===== src/rtl/lfsr_pkg.sv =====
// rtl/lfsr_pkg.sv - shared FSM encoding, requester count and max-length LFSR tap table
package lfsr_pkg;

  typedef enum logic [1:0] {
    IDLE  = 2'd0,
    SHIFT = 2'd1,
    DONE  = 2'd2
  } state_e;

  localparam int unsigned REQ_CNT = 2;

  // Mask bit i-1 selects position i; entries are maximal-length tap sets.
  function automatic logic [31:0] default_taps(input int unsigned n);
    logic [31:0] t;
    case (n)
      3:       t = 32'h0000_0006;
      4:       t = 32'h0000_000C;
      5:       t = 32'h0000_0014;
      6:       t = 32'h0000_0030;
      7:       t = 32'h0000_0060;
      8:       t = 32'h0000_00B8;
      9:       t = 32'h0000_0110;
      10:      t = 32'h0000_0240;
      11:      t = 32'h0000_0500;
      12:      t = 32'h0000_0829;
      13:      t = 32'h0000_100D;
      14:      t = 32'h0000_2015;
      15:      t = 32'h0000_6000;
      16:      t = 32'h0000_D008;
      17:      t = 32'h0001_2000;
      18:      t = 32'h0002_0400;
      19:      t = 32'h0004_0023;
      20:      t = 32'h0009_0000;
      21:      t = 32'h0014_0000;
      22:      t = 32'h0030_0000;
      23:      t = 32'h0042_0000;
      24:      t = 32'h00E1_0000;
      25:      t = 32'h0120_0000;
      26:      t = 32'h0200_0023;
      27:      t = 32'h0400_0013;
      28:      t = 32'h0900_0000;
      29:      t = 32'h1400_0000;
      30:      t = 32'h2000_0029;
      31:      t = 32'h4800_0000;
      32:      t = 32'h8020_0003;
      default: t = 32'h0000_00B8;
    endcase
    return t;
  endfunction

endpackage


===== src/rtl/lfsr_core.sv =====
// rtl/lfsr_core.sv - Fibonacci LFSR state register with load and step enables
module lfsr_core
  import lfsr_pkg::*;
#(
  parameter int unsigned  N        = 8,
  parameter logic [N-1:0] TAP_MASK = N'(default_taps(N))
) (
  input  logic         clk,
  input  logic         reset_n,
  input  logic         load_i,
  input  logic [N-1:0] load_val_i,
  input  logic         step_i,
  output logic [N-1:0] state_o,
  output logic         out_bit_o
);

  logic [N-1:0] state_q, state_d;
  logic         fb;

  assign fb = ^(state_q & TAP_MASK);

  always_comb begin
    state_d = state_q;
    if (load_i) begin
      state_d = load_val_i;
    end else if (step_i) begin
      state_d = {state_q[N-2:0], fb};
    end
  end

  always_ff @(posedge clk or negedge reset_n) begin
    if (!reset_n) begin
      state_q <= N'(1);
    end else begin
      state_q <= state_d;
    end
  end

  assign state_o   = state_q;
  assign out_bit_o = state_q[N-1];

endmodule


===== src/rtl/lfsr_rng_arbiter.sv =====
// rtl/lfsr_rng_arbiter.sv - round-robin shared LFSR word generator with seeding
// Optional LFSR_PERIOD_CHECK_EN adds a period counter driving period_wrap.
module lfsr_rng_arbiter
  import lfsr_pkg::*;
#(
  parameter int unsigned  N        = 8,
  parameter int unsigned  W        = 8,
  parameter logic [N-1:0] TAP_MASK = N'(8'hB8)
) (
  input  logic               clk,
  input  logic               reset_n,
  input  logic [REQ_CNT-1:0] req,
  input  logic               seed_load,
  input  logic [N-1:0]       seed,
  output logic [REQ_CNT-1:0] gnt,
  output logic [W-1:0]       rdata,
  output logic               rvalid,
  output logic               busy,
  output logic [N-1:0]       lfsr_state,
  output logic               period_wrap
);

  localparam int unsigned CW = $clog2(W + 1);

  state_e             state_q, state_d;
  logic [REQ_CNT-1:0] gnt_q, gnt_d;
  logic [W-1:0]       rdata_q, rdata_d;
  logic [W-1:0]       shift_q, shift_d;
  logic [CW-1:0]      cnt_q, cnt_d;
  logic               rvalid_q, rvalid_d;
  logic               busy_q, busy_d;
  logic               last_q, last_d;
  logic               load, step, out_bit;
  logic [N-1:0]       load_val;

  // The all-zero state is a lock-up point, so a zero seed becomes 1.
  assign load_val = (seed == '0) ? N'(1) : seed;

  lfsr_core #(
    .N        (N),
    .TAP_MASK (TAP_MASK)
  ) u_core (
    .clk        (clk),
    .reset_n    (reset_n),
    .load_i     (load),
    .load_val_i (load_val),
    .step_i     (step),
    .state_o    (lfsr_state),
    .out_bit_o  (out_bit)
  );

  always_comb begin
    state_d  = state_q;
    gnt_d    = gnt_q;
    rdata_d  = rdata_q;
    shift_d  = shift_q;
    cnt_d    = cnt_q;
    rvalid_d = 1'b0;
    busy_d   = busy_q;
    last_d   = last_q;
    load     = 1'b0;
    step     = 1'b0;
    case (state_q)
      IDLE: begin
        if (seed_load) begin
          load = 1'b1;
        end else if (|req) begin
          // last_q holds the index granted last; the other requester wins a tie.
          if (req[0] && (!req[1] || last_q)) gnt_d = 2'b01;
          else                               gnt_d = 2'b10;
          cnt_d   = '0;
          busy_d  = 1'b1;
          state_d = SHIFT;
        end
      end
      SHIFT: begin
        if (cnt_q == CW'(W)) begin
          rdata_d  = shift_q;
          rvalid_d = 1'b1;
          state_d  = DONE;
        end else begin
          step    = 1'b1;
          shift_d = W'({shift_q, out_bit});
          cnt_d   = cnt_q + CW'(1);
        end
      end
      DONE: begin
        gnt_d   = '0;
        busy_d  = 1'b0;
        last_d  = gnt_q[1];
        state_d = IDLE;
      end
      default: state_d = IDLE;
    endcase
  end

  always_ff @(posedge clk or negedge reset_n) begin
    if (!reset_n) begin
      state_q  <= IDLE;
      gnt_q    <= '0;
      rdata_q  <= '0;
      shift_q  <= '0;
      cnt_q    <= '0;
      rvalid_q <= 1'b0;
      busy_q   <= 1'b0;
      last_q   <= 1'b1;
    end else begin
      state_q  <= state_d;
      gnt_q    <= gnt_d;
      rdata_q  <= rdata_d;
      shift_q  <= shift_d;
      cnt_q    <= cnt_d;
      rvalid_q <= rvalid_d;
      busy_q   <= busy_d;
      last_q   <= last_d;
    end
  end

  assign gnt    = gnt_q;
  assign rdata  = rdata_q;
  assign rvalid = rvalid_q;
  assign busy   = busy_q;

`ifdef LFSR_PERIOD_CHECK_EN
  logic [N-1:0] pcnt_q, pcnt_inc, seed_ref_q;
  logic         step_q, wrap_q, period_err_q;
  logic         period_err;

  assign pcnt_inc = pcnt_q + N'(1);

  // Evaluated the cycle after a step, against the state that step produced.
  always_ff @(posedge clk or negedge reset_n) begin
    if (!reset_n) begin
      pcnt_q       <= '0;
      seed_ref_q   <= N'(1);
      step_q       <= 1'b0;
      wrap_q       <= 1'b0;
      period_err_q <= 1'b0;
    end else begin
      step_q <= step;
      wrap_q <= 1'b0;
      if (load) begin
        pcnt_q     <= '0;
        seed_ref_q <= load_val;
      end else if (step_q) begin
        if (lfsr_state == seed_ref_q) begin
          pcnt_q <= '0;
          wrap_q <= 1'b1;
        end else begin
          pcnt_q <= pcnt_inc;
          if (&pcnt_inc) period_err_q <= 1'b1;
        end
      end
    end
  end

  assign period_err  = period_err_q;
  assign period_wrap = wrap_q;
`else
  assign period_wrap = 1'b0;
`endif

endmodule

===== config.mk =====
export PLATFORM = sky130hd
export DESIGN_NAME = lfsr_rng_arbiter
export DESIGN_NICKNAME = d
export VERILOG_FILES = /design/src/rtl/lfsr_pkg.sv /design/src/rtl/lfsr_core.sv /design/src/rtl/lfsr_rng_arbiter.sv
export SDC_FILE = /design/constraint.sdc
export NUM_CORES = 1
export LEC_CHECK = 0
export BUFFER_PORTS_ARGS = -buffer_cell sky130_fd_sc_hd__buf_2
export CAP_MARGIN = 20
export CELL_PAD_IN_SITES_DETAIL_PLACEMENT = 1
export CELL_PAD_IN_SITES_GLOBAL_PLACEMENT = 1
export CORE_UTILIZATION = 38
export DETAILED_ROUTE_END_ITERATION = 8
export PLACE_DENSITY = 0.79
export SETUP_SLACK_MARGIN = 0.02
export SLEW_MARGIN = 20
export SYNTH_ARGS = -nofsm -noshare
export SYNTH_HDL_FRONTEND = slang
export SYNTH_SLANG_ARGS = --single-unit
export TNS_END_PERCENT = 100

===== constraint.sdc =====
create_clock -name clk -period 1.54 [get_ports clk]
set_input_delay 0.231 -clock clk [delete_from_list [all_inputs] [get_ports clk]]
set_output_delay 0.231 -clock clk [all_outputs]
set_load 0.01 [all_outputs]

# == Word level (Yosys, flattened, before mapping) ==
# Index checks and enable logic that the tools add are counted.
# totals
wordCells,57
latch_bits,0
reg_bits,35
rom_bits,0
mem_bits_rw,0
in_bits,13
memories,0
out_inout_bits,21
# classes
n_div,0
addsub,1
mux,24
mul,0
magnitude_cmp,0
n_shift,0
n_eq_ne,7
n_bitwise,1
reduce_logical,15
# ops
operator,count
$mux 8,3
$mux 2,6
$mux 4,3
$logic_not 8->1,1
$mux 1,8
$ne 2x2->1 const B,4
$pmux 2 s2,2
$pmux 4 s2,1
$reduce_xor 8->1,1
$reduce_and 3->1,2
$reduce_bool 2->1,3
$add 4x1->4 const B,1
$eq 4x4->1 const B,1
$reduce_and 2->1,2
$reduce_and 4->1,1
$eq 2x1->1 const B,1
$eq 2x2->1 const B,1
$logic_not 2->1,1
$pmux 1 s2,1
$reduce_or 2->1,1
$logic_and 1x1->1,1
$logic_not 1->1,1
$logic_or 1x1->1,1
$not 1->1,1

# == Depth between registers and ports, before layout ==
# logic_depth
word_depth,7
ltp_mapped,7
depth_no_buf,5

# == Modules after synthesis ==
# A second synthesis with hierarchy kept.
# hier_totals
hier_cells,134
area_unflattened_um2,1641.6
# by_module_without_submodules
module,area_each_um2,instances,cells_per_inst
lfsr_rng_arbiter,1232.4,1,95
lfsr_core,409.1,1,39

# == Least setup slack after synthesis ==
# Ideal clock, no wire load.
# synth_timing
kind,register to register
start,register cnt_q[0]
end,register shift_q[6]
t_required_ns,1.415
synth_period_minus_slack_ns,1.582
path_stages_with_launch,8
arrival_time_ns,1.457
setup_slack_ns,-0.042
path_cell_list,dfrtp_1 -> inv_1 -> ha_1 -> nand3b_4 -> and2_1 -> buf_6 -> buf_6 -> mux2_4
# synth_between
elab_chain_len,3
# synth_lines
item,line,rtl
from (decl),lfsr_rng_arbiter.sv:29,"logic [CW-1:0] cnt_q, cnt_d;"
from (signal assigned),lfsr_rng_arbiter.sv:112,cnt_q <= cnt_d;
$eq 4x4->1,lfsr_rng_arbiter.sv:77,if (cnt_q == CW'(W)) begin
$not 1->1 (no source line),-,
$reduce_and 2->1 (no source line),-,
to (signal assigned),lfsr_rng_arbiter.sv:111,shift_q <= shift_d;
to (decl),lfsr_rng_arbiter.sv:28,"logic [W-1:0] shift_q, shift_d;"
# Every way passes these cells.
# A chain may end at the register's enable or synchronous reset.

# == Final worst setup path ==
# layout_timing
start,register cnt_q[1]
end,register shift_q[5]
# The elaborated chain is that of the path after synthesis.

==> impl_metrics.ini <==
[clocking]
cts_made_buffers = 5
clk_latency_ps = 280
register_clock_pin_slew_on_the_reported_worst_setup_and_hold_paths_ps = 70
cts_tree = built
cts.sinks = 35
cts-root-buf = sky130_fd_sc_hd__clkbuf_8
cts-htree-levels = 2
clock_path_buffers = 2

[global_route]
initial_antenna_violation_count = 0
grt_max_degree = 36
first_pass_grt_wire_length_um = 5700
grt_overflow_total = 0
grt.total_usage_pct = 17.8
first_global_vias = 1219

[timing]
shortest_period_the_worst_path_allows_ps = 1500
rsz0062_at_grt = yes
finalHoldViolations = 0
slew_viol_final = 0
finalClockSkew_ps = 4.25
timing.final.crit_share_pct = 97.4
timing.fmax_mhz = 667
setup_viol_count_final = 0

[final_layout]
area_delta_synth_final_pct = 25.9
layout-drive-gt1-share_pct = 45.1
post-route-util_pct = 50.0
fin_nets = 196
non_filler_cells_final = 232
n_antenna_cell = 0

[die]
placementRows = 23
die_w_um = 66.7
core_area_um2 = 4000
floorplan.initialDensity_pct = 39.7
die_height_um = 66.7
die_area_um2 = 4440
pin_count = 34

[critical_path]
timing.critical_path.required_ps = 1710
crit_path_end = shift_q[5]
timing.critical_path.to_type = flop
total_stage_count_of_the_critical_path = 5
top_delay_family_on_crit_path = flip-flops
critical-path-max-stage-delay_ps = 400
worst_case_register_to_register_setup_slack_ps = 40
r2r_start = cnt_q[1]
r2r_cells = 5
path_buf_inv = 1
timing.critical_path.from = cnt_q[1]
critical_path_class = flop to flop
crit_fanout = 7
rr_endpoint = shift_q[5]
crit_chain = inv_2 > ha_4 > nand3b_4 > and2_4 > mux2_2
critical-path-slowest-cell = sky130_fd_sc_hd__dfrtp_1
cp-start-kind = flop
timing.critical_path.arrival_ps = 1670

[power]
power.share.combinational_pct = 46.4
switching_part_of_the_total_power_pct = 37.9
relative_contribution_of_the_clock_network_to_total_power_pct = 14.5
seq_power_share_pct = 39.1
internal_power_mw = 2.77
p_leak_nw = 0.970
power.density_nw_per_um2 = 2230
power.ir.vdd_worst_mv = 1.00
power.net_switching_mw = 1.69

[yosys]
mapped_nets = 150
netlist_instances = 135
yosys_warnings = 0
synth.distinct_cells = 35
netlist_area_um2 = 1590
avgSynthCellArea_um2 = 11.8
yosys_register_bits = 35
synth_sequential_area_ratio_pct = 55.3
synth-async-reset-ratio_pct = 100
synth-edff-count = 0
postSynth.topFlopCell = sky130_fd_sc_hd__dfrtp_1

[routing]
wire_per_inst_um = 15.8
finalWirelength_um = 3660
first_iter_violations = 28
first_pass_iteration_count_of_the_detailed_router = 4
drt-vias-per-instance = 5.09
postRouteAntennaNets = 0
drt_drc = 0
vias = 1182

[placed_design]
place.gp.congestion = 0.757
place.detailed.hpwl_um = 2470
dp.cells = 215
place.port_buffers = 32

[job]
timing.max_cap.violations = 0

[status]
run_status = finished, final reports clean

[worst_hold_path]
hp-class = input pin to flop
==> per-layer routing <==
metal  track usage (%)  part of all wire, %  vias to the layer above
li1                  -                    -                      561
met1              21.5                   43                      591
met2              30.1                   52                       24
met3              5.48                  3.3                        6
met4              5.59                  1.4                        0
met5                 0                    0                        -
==> what timing repair did <==
item	in CTS	in global routing
setup buffers	2	4
cloned	1	1
resized for setup	2	9
hold buffers	1	0
endpoints found under the setup margin	13	20
pin swaps	3	4
endpoints found under the hold margin	33	0
==> how the worst min path moves through the flow <==
stage / depth (start not counted) / endpoint / from / slack, ps
2_1_floorplan: 0 / busy / reset_n / -60
3_5_place_dp: 2 / u_core.state_o[1] / reset_n / 290
6_report: 3 / u_core.state_o[1] / seed[1] / 200
3_3_place_gp: 2 / gnt[1] / reset_n / 280
4_1_cts: 3 / u_core.state_o[1] / seed[1] / 190
5_1_grt: 3 / u_core.state_o[1] / seed[1] / 200
==> metrics by stage <==
stage / total power [mW] / setup TNS (ps) / area (um^2) / hold slack (ps) / setup WS [ps]
after detailed placement: 3.55 / -230 / 1800 / 287 / -35.1
after floorplan: 2.99 / 0 / 1590 / -64.6 / 2.45
after global routing: 4.77 / 0 / 2000 / 202 / 2.30
after global placement: 3.42 / 0 / 1800 / 281 / 78.3
final: 4.46 / 0 / 2000 / 197 / 39.6
after CTS: 4.31 / 0 / 1930 / 193 / 33.1
==> final cells by class <==
type                    instances  area (um^2)
fillers                       449         2000
repair buffers                 44          256
clock inverters                 3         20.0
flip-flops and latches         35          878
multi-input cells              88          688
well taps                      50         62.6
inverters                       7         26.3
clock buffers                   5         68.8
==> synth_stat cells, types with 3 or more instances <==
cell type | n | area (um^2)
sky130_fd_sc_hd__dfrtp_1 | 33 | 826
sky130_fd_sc_hd__mux2_2 | 15 | 169
sky130_fd_sc_hd__nand2_1 | 15 | 56.3
sky130_fd_sc_hd__nand3_1 | 10 | 50.1
sky130_fd_sc_hd__inv_1 | 7 | 26.3
sky130_fd_sc_hd__o211ai_1 | 7 | 52.6
sky130_fd_sc_hd__o21ai_0 | 6 | 30.0
sky130_fd_sc_hd__a211oi_1 | 3 | 22.5
sky130_fd_sc_hd__o2bb2ai_1 | 3 | 26.3
sky130_fd_sc_hd__xnor2_1 | 3 | 26.3
==> worst min-delay path, stage by stage <==
cell                       delay (ps)
sky130_fd_sc_hd__buf_2             90
sky130_fd_sc_hd__nand2_1           50
sky130_fd_sc_hd__o211ai_1          80
==> state kept, by name, indices dropped and copies added (netlist names) <==
signal and flops:
busy 1, cnt_q 4, gnt 2, last_q 1
rdata 8, rvalid 1, shift_q 8, state_q 2
u_core.state_o 8
==> placed cells by master (no fill, tap or decap), types with 2 or more instances in the layout <==
cell / instances
sky130_fd_sc_hd__dfrtp_1: 33
sky130_fd_sc_hd__buf_2: 32
sky130_fd_sc_hd__nand2_1: 15
sky130_fd_sc_hd__mux2_2: 12
sky130_fd_sc_hd__nand3_1: 10
sky130_fd_sc_hd__buf_4: 10
sky130_fd_sc_hd__o211ai_1: 7
sky130_fd_sc_hd__o21ai_0: 5
sky130_fd_sc_hd__inv_1: 5
sky130_fd_sc_hd__clkbuf_8: 5
sky130_fd_sc_hd__mux2_4: 4
sky130_fd_sc_hd__o2bb2ai_1: 3
sky130_fd_sc_hd__xnor2_1: 3
sky130_fd_sc_hd__a211oi_1: 3
sky130_fd_sc_hd__inv_2: 2
sky130_fd_sc_hd__nor2_4: 2
sky130_fd_sc_hd__or2_2: 2
sky130_fd_sc_hd__and2_4: 2
sky130_fd_sc_hd__nor2_1: 2
sky130_fd_sc_hd__a21oi_1: 2
sky130_fd_sc_hd__clkinvlp_4: 2
sky130_fd_sc_hd__dfstp_2: 2
==> logic make-up (layout without fill, tap and decap cells) <==
logic type	after synthesis	after routing	share of synthesized area, %
buffers and inverters	14	59	4.80
AOI/OAI and AO/OA	24	24	10.2
other	1	1	0.236
and+or+nand+nor	39	41	14.0
xor gates and xnor gates	3	3	1.65
DFF	35	35	55.3
muxes	17	17	12.2
adders and majority gates	2	2	1.57
==> power groups by stage <==
stage               Combinational (mW)  Sequential (mW)  Clock [mW]
floorplan                         1.21             1.78           0
global route                      2.25             1.80       0.714
detailed placement                1.81             1.75           0
finish                            2.07             1.74       0.648
CTS                               1.91             1.74       0.670
global placement                  1.71             1.71           0
Power figures use the tool's default switching activity.
